### config.mk
export PLATFORM = sky130hd
export DESIGN_NAME = uart_program_loader
export DESIGN_NICKNAME = d
export VERILOG_FILES = /design/src/rtl/uart_program_loader.sv
export SDC_FILE = /design/constraint.sdc
export NUM_CORES = 1
export LEC_CHECK = 0
export CORE_ASPECT_RATIO = 1.1
export CORE_UTILIZATION = 45
export CTS_BUF_LIST = sky130_fd_sc_hd__clkbuf_2 sky130_fd_sc_hd__clkbuf_4 sky130_fd_sc_hd__clkbuf_8
export CTS_CLUSTER_DIAMETER = 40
export DETAILED_ROUTE_END_ITERATION = 8
export GPL_TIMING_DRIVEN = 0
export PLACE_DENSITY = 0.65
export SLEW_MARGIN = 20
export SYNTH_ARGS = -nofsm -noshare
export SYNTH_HDL_FRONTEND = slang
export SYNTH_SLANG_ARGS = --single-unit
### constraint.sdc
create_clock -name clk -period 2.5 [get_ports clk]
set_input_delay 0.75 -clock clk [delete_from_list [all_inputs] [get_ports clk]]
set_output_delay 0.75 -clock clk [all_outputs]
set_load 0.01 [all_outputs]
### src/rtl/uart_program_loader.sv
// uart_program_loader
// Serial boot loader. Takes bytes from the UART receiver and builds 32-bit
// little-endian instruction words from them. Each finished word is written
// through the program-memory write port. The core is held in reset until a
// complete, valid image has been written.
//
// Frame: 0xA5, word count N, 4*N payload bytes (LSB first, word 0 first),
//        plus one checksum byte when LOADER_CHECKSUM_EN is defined.
//
// Optional feature macro: LOADER_CHECKSUM_EN
//   When defined, a CHECK state and an 8-bit wrap-around payload checksum
//   are included. When undefined, the loader goes straight to DONE after
//   the last word write.
//
// Ports:
//   clk, reset (async, active-low)
//   rx_data / rx_valid / rx_parity_error : UART RX byte, level IRQ and parity flag
//   clear_rx                             : one-cycle pulse that clears the RX IRQ
//   prog_we / prog_addr / prog_wdata     : program memory write port
//   core_reset_n                         : core reset, held low until the image is loaded
//   load_done / load_error               : loader status
module uart_program_loader #(
   parameter int unsigned ADDR_WIDTH = 6,
   parameter int unsigned MAX_WORDS  = 64
) (
   input  logic                  clk,
   input  logic                  reset,
   input  logic [7:0]            rx_data,
   input  logic                  rx_valid,
   input  logic                  rx_parity_error,
   output logic                  clear_rx,
   output logic                  prog_we,
   output logic [ADDR_WIDTH-1:0] prog_addr,
   output logic [31:0]           prog_wdata,
   output logic                  core_reset_n,
   output logic                  load_done,
   output logic                  load_error
);

   localparam int unsigned CNT_W     = 8;
   localparam logic [7:0]  SYNC_BYTE = 8'hA5;

   typedef enum logic [2:0] {
      ST_IDLE,
      ST_COUNT,
      ST_DATA,
`ifdef LOADER_CHECKSUM_EN
      ST_CHECK,
`endif
      ST_DONE,
      ST_ERROR
   } state_t;

   state_t           state;
   logic [CNT_W-1:0] n_words;
   logic [CNT_W-1:0] word_idx;
   logic [1:0]       byte_idx;
   logic [23:0]      asm_word;   // bytes 0..2 of the word; byte 3 goes straight to prog_wdata
`ifdef LOADER_CHECKSUM_EN
   logic [7:0]       csum;
`endif
   logic             consume_c;

   // A byte is taken only when the IRQ is up, not in the clear cycle, and not in DONE
   assign consume_c = rx_valid & ~clear_rx & (state != ST_DONE);

   // Loader FSM with registered outputs
   always_ff @(posedge clk or negedge reset) begin
      if (!reset) begin
         state        <= ST_IDLE;
         n_words      <= '0;
         word_idx     <= '0;
         byte_idx     <= '0;
         asm_word     <= '0;
`ifdef LOADER_CHECKSUM_EN
         csum         <= '0;
`endif
         clear_rx     <= 1'b0;
         prog_we      <= 1'b0;
         prog_addr    <= '0;
         prog_wdata   <= '0;
         core_reset_n <= 1'b0;
         load_done    <= 1'b0;
         load_error   <= 1'b0;
      end else begin
         clear_rx <= consume_c;
         prog_we  <= 1'b0;

         case (state)
            ST_IDLE: begin
               if (consume_c && rx_data == SYNC_BYTE) begin
                  state <= ST_COUNT;
               end
            end

            ST_COUNT: begin
               if (consume_c) begin
                  if (rx_parity_error || rx_data == 8'd0 || 32'(rx_data) > MAX_WORDS) begin
                     state      <= ST_ERROR;
                     load_error <= 1'b1;
                  end else begin
                     n_words  <= rx_data;
                     word_idx <= '0;
                     byte_idx <= '0;
`ifdef LOADER_CHECKSUM_EN
                     csum     <= '0;
`endif
                     state    <= ST_DATA;
                  end
               end
            end

            ST_DATA: begin
               if (consume_c) begin
                  if (rx_parity_error) begin
                     // Partial word is dropped; earlier words stay in memory
                     state      <= ST_ERROR;
                     load_error <= 1'b1;
                  end else begin
`ifdef LOADER_CHECKSUM_EN
                     csum <= csum + rx_data;
`endif
                     byte_idx <= byte_idx + 2'd1;
                     case (byte_idx)
                        2'd0: asm_word[7:0]   <= rx_data;
                        2'd1: asm_word[15:8]  <= rx_data;
                        2'd2: asm_word[23:16] <= rx_data;
                        default: begin
                           prog_we    <= 1'b1;
                           prog_addr  <= ADDR_WIDTH'(word_idx);
                           prog_wdata <= {rx_data, asm_word};
                           word_idx   <= word_idx + CNT_W'(1);
                           if (word_idx == n_words - CNT_W'(1)) begin
`ifdef LOADER_CHECKSUM_EN
                              state <= ST_CHECK;
`else
                              state <= ST_DONE;
`endif
                           end
                        end
                     endcase
                  end
               end
            end

`ifdef LOADER_CHECKSUM_EN
            ST_CHECK: begin
               if (consume_c) begin
                  if (!rx_parity_error && rx_data == csum) begin
                     state        <= ST_DONE;
                     load_done    <= 1'b1;
                     core_reset_n <= 1'b1;
                  end else begin
                     state      <= ST_ERROR;
                     load_error <= 1'b1;
                  end
               end
            end
`endif

            ST_DONE: begin
               // Terminal until reset; the UART is left to software
               load_done    <= 1'b1;
               core_reset_n <= 1'b1;
            end

            ST_ERROR: begin
               // A new sync byte starts a retry from address 0
               if (consume_c && rx_data == SYNC_BYTE) begin
                  load_error <= 1'b0;
                  state      <= ST_COUNT;
               end
            end

            default: state <= ST_IDLE;
         endcase
      end
   end

endmodule

==> impl_results.md <==
- Status: complete, no violations
- Syn avg cell area: between 10 and 15 um2
- Startpoint Class: input port
- Sink Count: slightly below 90
- Design area: 0.00490 mm2
- Post-synth cell types: 52
- Filler instances: between 700 and 800
- Reg-to-reg slack, setup: ~0.12 ns
- Critical path peak fanout: 7
- Vias in the first global route: 2731
- Post-DP Area: about 0.0046 mm2
- Grt met2 use: 0.332
- IR drop worst, VDD: about 300 uV
- CTS H-tree depth: 3
- Final GP Congestion: 0.849
- Util after Layout: 0.585
- Cell Pwr Density: 520 mW/mm2
- Core area: 0.00836 mm2
- Overall Global Routing Usage: 0.196
- Final Worst Setup Slack: 0.0196 ns
- Setup-failing EPs final: 0
- Actual slew at the worst max-slew pin: slightly above 0.5 ns
- CP delay by family, top: simple AND/OR/NAND/NOR gates
- Root buf cell: clkbuf_8
- DP Wirelength: 5.67 mm
- WL final: ~8.2 mm
- Clock transition at the registers of the reported paths: 0.09 ns
- First-pass GRT wire length: 13.7 mm
- Starting Density: 0.464
- Post-CTS Hold Fix Bufs: 0
- Max incr delay on CP: 0.52 ns
- Drt first pass iters: 4
- WL per Instance: 15.2 um
- ANT nets after route: 0
- Post-Syn Nets: 371
- N_diodes: 0
- # port buffers: 54
- TritonCTS clock tree: yes
- Ys async rst share: 1.00
- Clk_lat worst skew: 0.35 ns
- Worst EP arrival: 2.72 ns
- Total CTS buffers: 9
- Total power: 0.00255 W
- RR Startpoint: state[0]
- Row cnt: 35
- Global routing's busiest layer: met2
- Yosys warns: 0
- Mapped cell area: 0.00388 mm2
- Io pins: 55
- Die H: 99.4 um
- Final hold slack: 0.314 ns
- MaxCap Viol Count: 0
- Minimum clock period: 2.48 ns
- Top_reg_cell synth: dfrtp_1
- Nature of the critical path endpoint: flip-flop
- Detailed-route via count: between 2000 and 3000
- Register-to-Register Path Depth: 6
- Slowest stage cell, crit path: or4b_4
- F_max: 403 MHz
- Final Cycle Share: 0.992
- Buffer and inverter count on the worst path: 1
- Share of layout cells above drive strength 1: 0.183
- Die Span X: 90.6 um
- Vias per cell: between 5 and 6
- Dpl ws: -0.856 ns
- Req. time, crit path: about 2.7 ns
- Flops & latches, synth: 87
- Leakage: 2.39 nW
- Worst path cell trace: clkdlybuf4s15_2, or4b_4, a211o_4, and3_4, nor4_4, mux2_2
- Area Overhead vs Synth: 26.1%
- DRC viols: 0
- Mapped Cells: 353
- Largest net degree at the start of global routing: 60
- Endpoints failing hold: 0
- GRT Residual Overflow: 0
- Critical path type: input port to flip-flop
- Post-synthesis sequential area ratio: 0.561
- Drt first-iter violations: 92
- Initial antenna violation count: 0
- Max clock buf depth: 2
- Layout Nets: 440
- Max Slew Vio Count: 0
- GR Layer Usage met1: 0.256
- Grt met3 use: 0.0344
- EDFF count, synth: 0
- Hold Crit Class: input port to async pin
- Die footprint: 0.00900 mm2
- Worst r2r dst: asm_word[19]
- Slew headroom: 0.657
- Final Skew: between 0.01 and 0.015 ns
[synthesized netlist by cell type, types with 3 or more instances]
cell type	instances	area (um2)
nand2b_1	5	31.3
nor2_1	6	22.5
nor3_1	3	15.0
xor2_1	4	35.0
xnor2_1	7	61.3
nand3_1	5	25.0
buf_2	3	15.0
dfrtp_1	87	2180
inv_1	7	26.3
nor2b_1	5	31.3
mux2_1	10	113
mux2_2	31	349
ha_1	6	75.1
clkbuf_1	10	37.5
a31oi_1	4	25.0
nand2_1	91	342
a21oi_1	7	35.0
a211o_1	3	26.3
or3_1	5	31.3
o21ai_0	12	60.1
o21ai_1	4	20.0
[flip-flops by register name (all words and copies together), names as in the netlist]
signal	count
asm_word	24
prog_we	1
state	3
load_error	1
word_idx	8
clear_rx	1
load_done	1
prog_addr	6
n_words	8
byte_idx	2
prog_wdata	32
[report_power, final]
group	switching [W]	leakage, nW	internal (W)
Clock	0.000506	0.103	0.000495
Combinational	0.0000822	1.10	0.0000412
Sequential	0.00000806	1.19	0.00141
Total	0.000597	2.39	0.00195
[area by class of cell]
class	instances	area, um2	area share
Timing Repair Buffer	59	596	0.122
Clock inverter	6	68.8	0.0141
Clock buffer	10	138	0.0281
Sequential cell	87	2180	0.445
Inverter	8	30.0	0.00613
Buffer	14	67.6	0.0138
Tap cell	111	139	0.0284
Multi-Input combinational cell	243	1680	0.343
[kinds of logic (layout without fill, tap and decap cells)]
kind of cell | Yosys count | after routing | share of synthesized area
compound gates | 46 | 46 | 0.0815
xor+xnor | 11 | 11 | 0.0248
fa+ha+maj | 6 | 6 | 0.0193
buf+inv | 23 | 97 | 0.0242
flops | 87 | 87 | 0.561
mux | 42 | 42 | 0.121
simple gates | 138 | 138 | 0.168
[worst max path at each step]
stage / from / endpoint / depth (start not counted)
after floorplan: rx_parity_error / word_idx[5] / 6
after global placement: reset / state[1] / 1
after detailed placement: rx_data[3] / word_idx[5] / 7
after CTS: rx_parity_error / word_idx[5] / 6
after global routing: rx_data[7] / word_idx[5] / 6
final: rx_data[7] / word_idx[5] / 6
[metrics by stage]
step	std cells	setup TNS, ns
5_1_grt	538	-0.000992
6_report	538	0
2_1_floorplan	353	-0.00922
3_5_place_dp	519	-29.95
4_1_cts	539	-0.0325
3_3_place_gp	518	-241.30
[per-layer routing]
layer / share of wire / vias to the layer above
met5: 0 / -
met4: 0.0099 / 0
met3: 0.030 / 8
met2: 0.50 / 56
met1: 0.46 / 1392
li1: - / 1360
[layout by cell type, fill, tap and decap left out, types with 2 or more instances in the layout]
| master | count |
|---|---|
| o211ai_1 | 2 |
| a21oi_1 | 7 |
| buf_4 | 7 |
| mux2_1 | 10 |
| nand3_1 | 5 |
| clkbuf_1 | 6 |
| or4_1 | 2 |
| nor3_4 | 3 |
| or3_1 | 5 |
| nor2b_1 | 5 |
| nand4_1 | 2 |
| dlymetal6s2s_1 | 3 |
| o21ai_1 | 4 |
| xor2_1 | 4 |
| a2111oi_0 | 2 |
| mux2_2 | 31 |
| o21ai_0 | 12 |
| clkdlybuf4s50_1 | 45 |
| buf_2 | 3 |
| inv_1 | 7 |
| dlygate4sd2_1 | 3 |
| ha_1 | 6 |
| clkinv_4 | 2 |
| clkbuf_2 | 4 |
| nor2_1 | 6 |
| clkbuf_8 | 10 |
| xnor2_1 | 7 |
| nand2b_1 | 5 |
| dfrtp_1 | 87 |
| a31oi_1 | 4 |
| nand2_1 | 91 |
| or2_1 | 2 |
[timing repair]
| item | 4_1_cts | 5_1_grt |
|---|---|---|
| setup buffers | 4 | 0 |
| cloned | 0 | 0 |
| pin swaps | 5 | 3 |
| endpoints found under the setup margin | 50 | 31 |
| resized for setup | 17 | 15 |
(Power assumes the default switching activity.)
